--- src/rtl/axi_4_lite_mst.sv ---
// AXI4-Lite master: turns single-beat local commands into AXI4-Lite write or
// read transactions and reports the outcome on a one-cycle response strobe.
module axi_4_lite_mst #(
  parameter int C_AXI_ADDR_WIDTH = 32,
  parameter int C_AXI_DATA_WIDTH = 32,
  parameter int TIMEOUT_CYCLES   = 256
) (
  input  logic                          M_AXI_ACLK,
  input  logic                          M_AXI_ARESETN,
  input  logic                          CMD_VALID,
  output logic                          CMD_READY,
  input  logic                          CMD_WRITE,
  input  logic [C_AXI_ADDR_WIDTH-1:0]   CMD_ADDR,
  input  logic [C_AXI_DATA_WIDTH-1:0]   CMD_WDATA,
  input  logic [C_AXI_DATA_WIDTH/8-1:0] CMD_WSTRB,
  output logic                          RSP_VALID,
  output logic [C_AXI_DATA_WIDTH-1:0]   RSP_RDATA,
  output logic [1:0]                    RSP_RESP,
  output logic                          RSP_TIMEOUT,
  output logic                          BUSY,
  output logic                          M_AXI_AWVALID,
  input  logic                          M_AXI_AWREADY,
  output logic [C_AXI_ADDR_WIDTH-1:0]   M_AXI_AWADDR,
  output logic [2:0]                    M_AXI_AWPROT,
  output logic                          M_AXI_WVALID,
  input  logic                          M_AXI_WREADY,
  output logic [C_AXI_DATA_WIDTH-1:0]   M_AXI_WDATA,
  output logic [C_AXI_DATA_WIDTH/8-1:0] M_AXI_WSTRB,
  input  logic                          M_AXI_BVALID,
  output logic                          M_AXI_BREADY,
  input  logic [1:0]                    M_AXI_BRESP,
  output logic                          M_AXI_ARVALID,
  input  logic                          M_AXI_ARREADY,
  output logic [C_AXI_ADDR_WIDTH-1:0]   M_AXI_ARADDR,
  output logic [2:0]                    M_AXI_ARPROT,
  input  logic                          M_AXI_RVALID,
  output logic                          M_AXI_RREADY,
  input  logic [C_AXI_DATA_WIDTH-1:0]   M_AXI_RDATA,
  input  logic [1:0]                    M_AXI_RRESP
);

  localparam bit TO_EN = (TIMEOUT_CYCLES > 0);
  localparam int TW    = TO_EN ? $clog2(TIMEOUT_CYCLES + 1) : 1;
  // The timer holds cycles already spent waiting, so expiry is one short of the limit
  localparam logic [TW-1:0] TLAST = TW'(TO_EN ? TIMEOUT_CYCLES - 1 : 0);

  typedef enum logic [2:0] {
    IDLE,
    WR_REQ,
    WR_RESP,
    RD_REQ,
    RD_DATA,
    DONE
  } state_t;

  state_t        state;
  logic [TW-1:0] timer;
  logic          expired;

  assign M_AXI_AWPROT = 3'b000;
  assign M_AXI_ARPROT = 3'b000;
  assign expired      = TO_EN && (timer == TLAST);

  always_ff @(posedge M_AXI_ACLK or negedge M_AXI_ARESETN) begin
    if (!M_AXI_ARESETN) begin
      state         <= IDLE;
      timer         <= '0;
      CMD_READY     <= 1'b0;
      BUSY          <= 1'b0;
      RSP_VALID     <= 1'b0;
      RSP_RDATA     <= '0;
      RSP_RESP      <= 2'b00;
      RSP_TIMEOUT   <= 1'b0;
      M_AXI_AWVALID <= 1'b0;
      M_AXI_AWADDR  <= '0;
      M_AXI_WVALID  <= 1'b0;
      M_AXI_WDATA   <= '0;
      M_AXI_WSTRB   <= '0;
      M_AXI_BREADY  <= 1'b0;
      M_AXI_ARVALID <= 1'b0;
      M_AXI_ARADDR  <= '0;
      M_AXI_RREADY  <= 1'b0;
    end else begin
      case (state)
        IDLE: begin
          CMD_READY <= 1'b1;
          if (CMD_VALID && CMD_READY) begin
            CMD_READY <= 1'b0;
            BUSY      <= 1'b1;
            if (CMD_WRITE) begin
              M_AXI_AWADDR  <= CMD_ADDR;
              M_AXI_WDATA   <= CMD_WDATA;
              M_AXI_WSTRB   <= CMD_WSTRB;
              M_AXI_AWVALID <= 1'b1;
              M_AXI_WVALID  <= 1'b1;
              state         <= WR_REQ;
            end else begin
              M_AXI_ARADDR  <= CMD_ADDR;
              M_AXI_ARVALID <= 1'b1;
              state         <= RD_REQ;
            end
          end
        end

        // Address and data channels complete independently, in either order
        WR_REQ: begin
          if (M_AXI_AWVALID && M_AXI_AWREADY) M_AXI_AWVALID <= 1'b0;
          if (M_AXI_WVALID && M_AXI_WREADY)   M_AXI_WVALID  <= 1'b0;
          if ((!M_AXI_AWVALID || M_AXI_AWREADY) && (!M_AXI_WVALID || M_AXI_WREADY)) begin
            M_AXI_BREADY <= 1'b1;
            timer        <= '0;
            state        <= WR_RESP;
          end
        end

        WR_RESP: begin
          if (M_AXI_BVALID) begin
            M_AXI_BREADY <= 1'b0;
            RSP_RESP     <= M_AXI_BRESP;
            RSP_RDATA    <= '0;
            RSP_TIMEOUT  <= 1'b0;
            RSP_VALID    <= 1'b1;
            state        <= DONE;
          end else if (expired) begin
            M_AXI_BREADY <= 1'b0;
            RSP_RESP     <= 2'b10;
            RSP_RDATA    <= '0;
            RSP_TIMEOUT  <= 1'b1;
            RSP_VALID    <= 1'b1;
            state        <= DONE;
          end else begin
            timer <= timer + 1'b1;
          end
        end

        RD_REQ: begin
          if (M_AXI_ARREADY) begin
            M_AXI_ARVALID <= 1'b0;
            M_AXI_RREADY  <= 1'b1;
            timer         <= '0;
            state         <= RD_DATA;
          end
        end

        // A data beat arriving on the expiry edge still completes normally
        RD_DATA: begin
          if (M_AXI_RVALID) begin
            M_AXI_RREADY <= 1'b0;
            RSP_RDATA    <= M_AXI_RDATA;
            RSP_RESP     <= M_AXI_RRESP;
            RSP_TIMEOUT  <= 1'b0;
            RSP_VALID    <= 1'b1;
            state        <= DONE;
          end else if (expired) begin
            M_AXI_RREADY <= 1'b0;
            RSP_RDATA    <= '0;
            RSP_RESP     <= 2'b10;
            RSP_TIMEOUT  <= 1'b1;
            RSP_VALID    <= 1'b1;
            state        <= DONE;
          end else begin
            timer <= timer + 1'b1;
          end
        end

        DONE: begin
          RSP_VALID <= 1'b0;
          BUSY      <= 1'b0;
          CMD_READY <= 1'b1;
          state     <= IDLE;
        end

        default: state <= IDLE;
      endcase
    end
  end

endmodule

--- config.mk ---
export PLATFORM = sky130hd
export DESIGN_NAME = axi_4_lite_mst
export DESIGN_NICKNAME = d
export VERILOG_FILES = /design/src/rtl/axi_4_lite_mst.sv
export SDC_FILE = /design/constraint.sdc
export NUM_CORES = 1
export LEC_CHECK = 0
export CAP_MARGIN = 20
export CORE_MARGIN = 5
export CORE_UTILIZATION = 35
export CTS_CLUSTER_DIAMETER = 120
export CTS_CLUSTER_SIZE = 24
export DETAILED_ROUTE_END_ITERATION = 10
export PLACE_DENSITY = 0.7
export SETUP_SLACK_MARGIN = 0.4
export SLEW_MARGIN = 5
export SYNTH_ARGS = -nofsm -noshare
export SYNTH_HDL_FRONTEND = slang
export SYNTH_SLANG_ARGS = --single-unit
export TNS_END_PERCENT = 10
--- constraint.sdc ---
create_clock -name M_AXI_ACLK -period 2.2 [get_ports M_AXI_ACLK]
set_input_delay 0.66 -clock M_AXI_ACLK [delete_from_list [all_inputs] [get_ports M_AXI_ACLK]]
set_output_delay 0.66 -clock M_AXI_ACLK [all_outputs]
set_load 0.005 [all_outputs]
==> results by group <==
Routing
  – Metal2 WL: 9.47 mm
  – Routed vias/inst: 4.92
  – Pre-antenna DRT Iters: 4
  – # DRC: 0
  – Starting DRT DRC Count: 122
  – Final WL: 17.9 mm
  – Met1 wire length: 6.65 mm
  – DR top layer: met4
  – Routed met3 length: 1.42 mm
  – Routed WL per cell: 18.3 µm
  – Via count: 4807
  – Routed Antenna Nets: 0

Setup path
  – Req. time, crit path: 2.49 ns
  – Worst-path fanout max: 8
  – Crit path launch: timer[0]
  – CP endpoint kind: flip-flop
  – Class of the most critical setup path: flip-flop to flip-flop
  – Reg-to-reg critical path startpoint: timer[0]
  – CP startpoint kind: flip-flop
  – Critical Path AT: 2.47 ns

STA
  – Final Hold Violating Endpoints: 0
  – Pins Over Slew Limit: 0
  – Final hold slack: 0.181 ns
  – Maximum clock frequency: 460 MHz
  – Post-route clock period utilization: 0.988
  – RSZ-0062 raised after global routing: true
  – Clk_skew: 0.00761 ns
  – Post-route setup slack: 0.0258 ns
  – Minimum clock period: 2.17 ns
  – Final setup vio count: 0

Clock tree
  – CTS sink count: 155
  – CTS HTree Levels: 4
  – Clock Tree Buf Depth: 2
  – CTS Hold Bufs: 0
  – Clock Pin Slew Worst Setup and Hold Paths: 0.06 ns
  – CTS tree: built
  – Clk_lat worst skew: 0.41 ns
  – Num CTS Buffers: 17
  – Root Buffer: clkbuf_16

Placement
  – Gp weighted congestion: 0.815
  – Setup Slack @ Placement: -0.136 ns
  – # port buffers: 255
  – Hpwl dp: 13.3 mm

Cells and area
  – Final #Nets: 850
  – # fillers: 1564
  – Final core occ: 0.563
  – Area Overhead vs Synth: 58.8%
  – Layout cells sized above 1: 0.265
  – Diode count: 0

Yosys
  – Syn_area_per_cell: 14.2 µm²
  – YS warnings: 0
  – Post-synth EDFFs: 0
  – Post-Syn Area: 0.00634 mm²
  – Post-synth ARST share: 1.00
  – Yosys top cell by area: dfrtp_1
  – Largest cells by area after synthesis: dfrtp_1 (61%), mux2_2 (14%), mux2_4 (4.7%)
  – Yosys cell types: 53
  – Synth top area share: 0.611
  – Synth Instances: 446
  – Top FF cell, synth: dfrtp_1
  – Register area share after synthesis: 0.611
  – Synthesis-stage register bit count: 155

Run status
  – Status: completed

Power and ir drop
  – Power, Total: 13.7 mW
  – Leak: 4.73 nW
  – Worst IR Drop VDD: 0.000631 V
  – Pwr Density: 1360 mW/mm²

Floorplanning
  – Die area: 0.0209 mm²
  – I/O pin cnt: 262
  – DIE WIDTH: 145 µm
  – Die Y: 145 µm
  – Starting Density: 0.354
  – Std cell rows: 49
  – Core area: 0.0179 mm²

GRT
  – Vias in the first global route: 5213
  – Total GRT Usage: 0.166
  – First-pass GRT wire length: 27.0 mm
  – Largest net degree at the start of global routing: 48
  – Initial antenna violation count: 0
  – Total gr overflow: 0

Run
  – Max cap viols: 0

Min path
  – Hold Crit Class: input pin to async pin
registers in the layout, summed over array words and instances, names as in the netlist, 2 cells and up:
signal and flops:
RSP_RESP 2, M_AXI_WDATA 32, M_AXI_WSTRB 4, RSP_RDATA 32, timer 9, M_AXI_AWADDR 32, M_AXI_ARADDR 32, state 3
layout by cell type, fill, tap and decap left out, types with 6 or more instances in the layout:
| cell | Yosys | final |
|---|---|---|
| nand2_1 | 11 | 9 |
| bufinv_16 | 0 | 6 |
| a21oi_1 | 10 | 9 |
| buf_6 | 7 | 7 |
| nor3_1 | 6 | 6 |
| clkbuf_16 | 0 | 19 |
| inv_1 | 12 | 12 |
| conb_1 | 1 | 6 |
| dlygate4sd2_1 | 0 | 142 |
| buf_4 | 6 | 29 |
| clkdlybuf4s50_1 | 0 | 109 |
| dfrtp_1 | 155 | 152 |
| nor2_1 | 13 | 11 |
| a22o_1 | 34 | 34 |
| mux2_2 | 78 | 75 |
| mux2_4 | 20 | 23 |
| o211ai_1 | 11 | 11 |
logic make-up after synthesis:
| group | count (synthesis) | share of synthesized area |
|---|---|---|
| AO/OA/AOI/OAI | 79 | 0.0953 |
| adder cells (fa/ha/maj) | 2 | 0.00394 |
| buffers and inverters | 46 | 0.0416 |
| flip-flops | 155 | 0.611 |
| multiplexers | 101 | 0.191 |
| other | 1 | 0.000591 |
| AND/OR/NAND/NOR | 62 | 0.0562 |
layer usage:
layer,up-vias,track usage
met5,-,0
met4,0,0.0511
met2,158,0.292
li1,2201,-
met1,2426,0.191
met3,22,0.0559
worst paths after layout:
path                                    to  slack, ns  cells past startpoint
max in group asynchronous         timer[5]       1.36                      2
min in group M_AXI_ACLK    M_AXI_ARADDR[0]       0.49                      1
min                          RSP_RDATA[14]       0.18                      1
max                          RSP_RDATA[22]       0.03                      9
max reg2reg                  RSP_RDATA[22]       0.03                      9
min reg2reg                M_AXI_ARADDR[0]       0.49                      1
critical path, stage by stage (launching register included):
cell and delay [ns]:
dfrtp_1 0.40, ha_4 0.17, nand3_4 0.09, nor4_4 0.21, ha_4 0.22, nor2_2 0.05
o22a_1 0.22, or2_4 0.31, clkbuf_16 0.18, a22o_1 0.21
layout make-up:
cell class | instances | area (µm²) | share of cell area
flip-flops and latches | 155 | 3880 | 0.385
repair buffers | 298 | 2830 | 0.281
multi-input cells | 250 | 2330 | 0.232
clock buffers | 19 | 453 | 0.0450
well taps | 229 | 287 | 0.0284
clock inverters | 13 | 236 | 0.0235
inverters | 13 | 48.8 | 0.00484
cells in the mapped netlist (all sizes together), types with 2 or more instances:
cell    number
a22o        34
o211ai      11
ha           2
clkbuf       7
nand2b       2
o21ai        8
nor2        13
nand4        5
dfrtp      155
nor3         7
o21a         2
a21oi       10
or2          4
nor4         5
nand3        4
nand2       12
inv         12
buf         26
mux2       100
nor2b        4
what timing repair did:
item                       CTS  global route
setup endpoints to repair  287           124
gates resized for setup    154            20
pin swaps                   10            39
buffers inserted             1             4
cloned                       0             3
power by group:
part	internal, mW	leakage, nW	switching [mW]
Sequential	4.20	1.89	0.783
Clock	2.20	0.335	1.16
Combinational	3.21	2.50	2.10
metrics by stage:
| stage | std cells | cell area [µm²] | TNS [ns] |
|---|---|---|---|
| floorplan | 451 | 6390 | -1.14 |
| global placement | 937 | 9350 | -8.01 |
| detailed placement | 937 | 9350 | -12.69 |
| CTS | 970 | 9900 | -2.84 |
| global route | 977 | 10100 | -1.62 |
| finish | 977 | 10100 | 0 |
(Power assumes the default switching activity.)
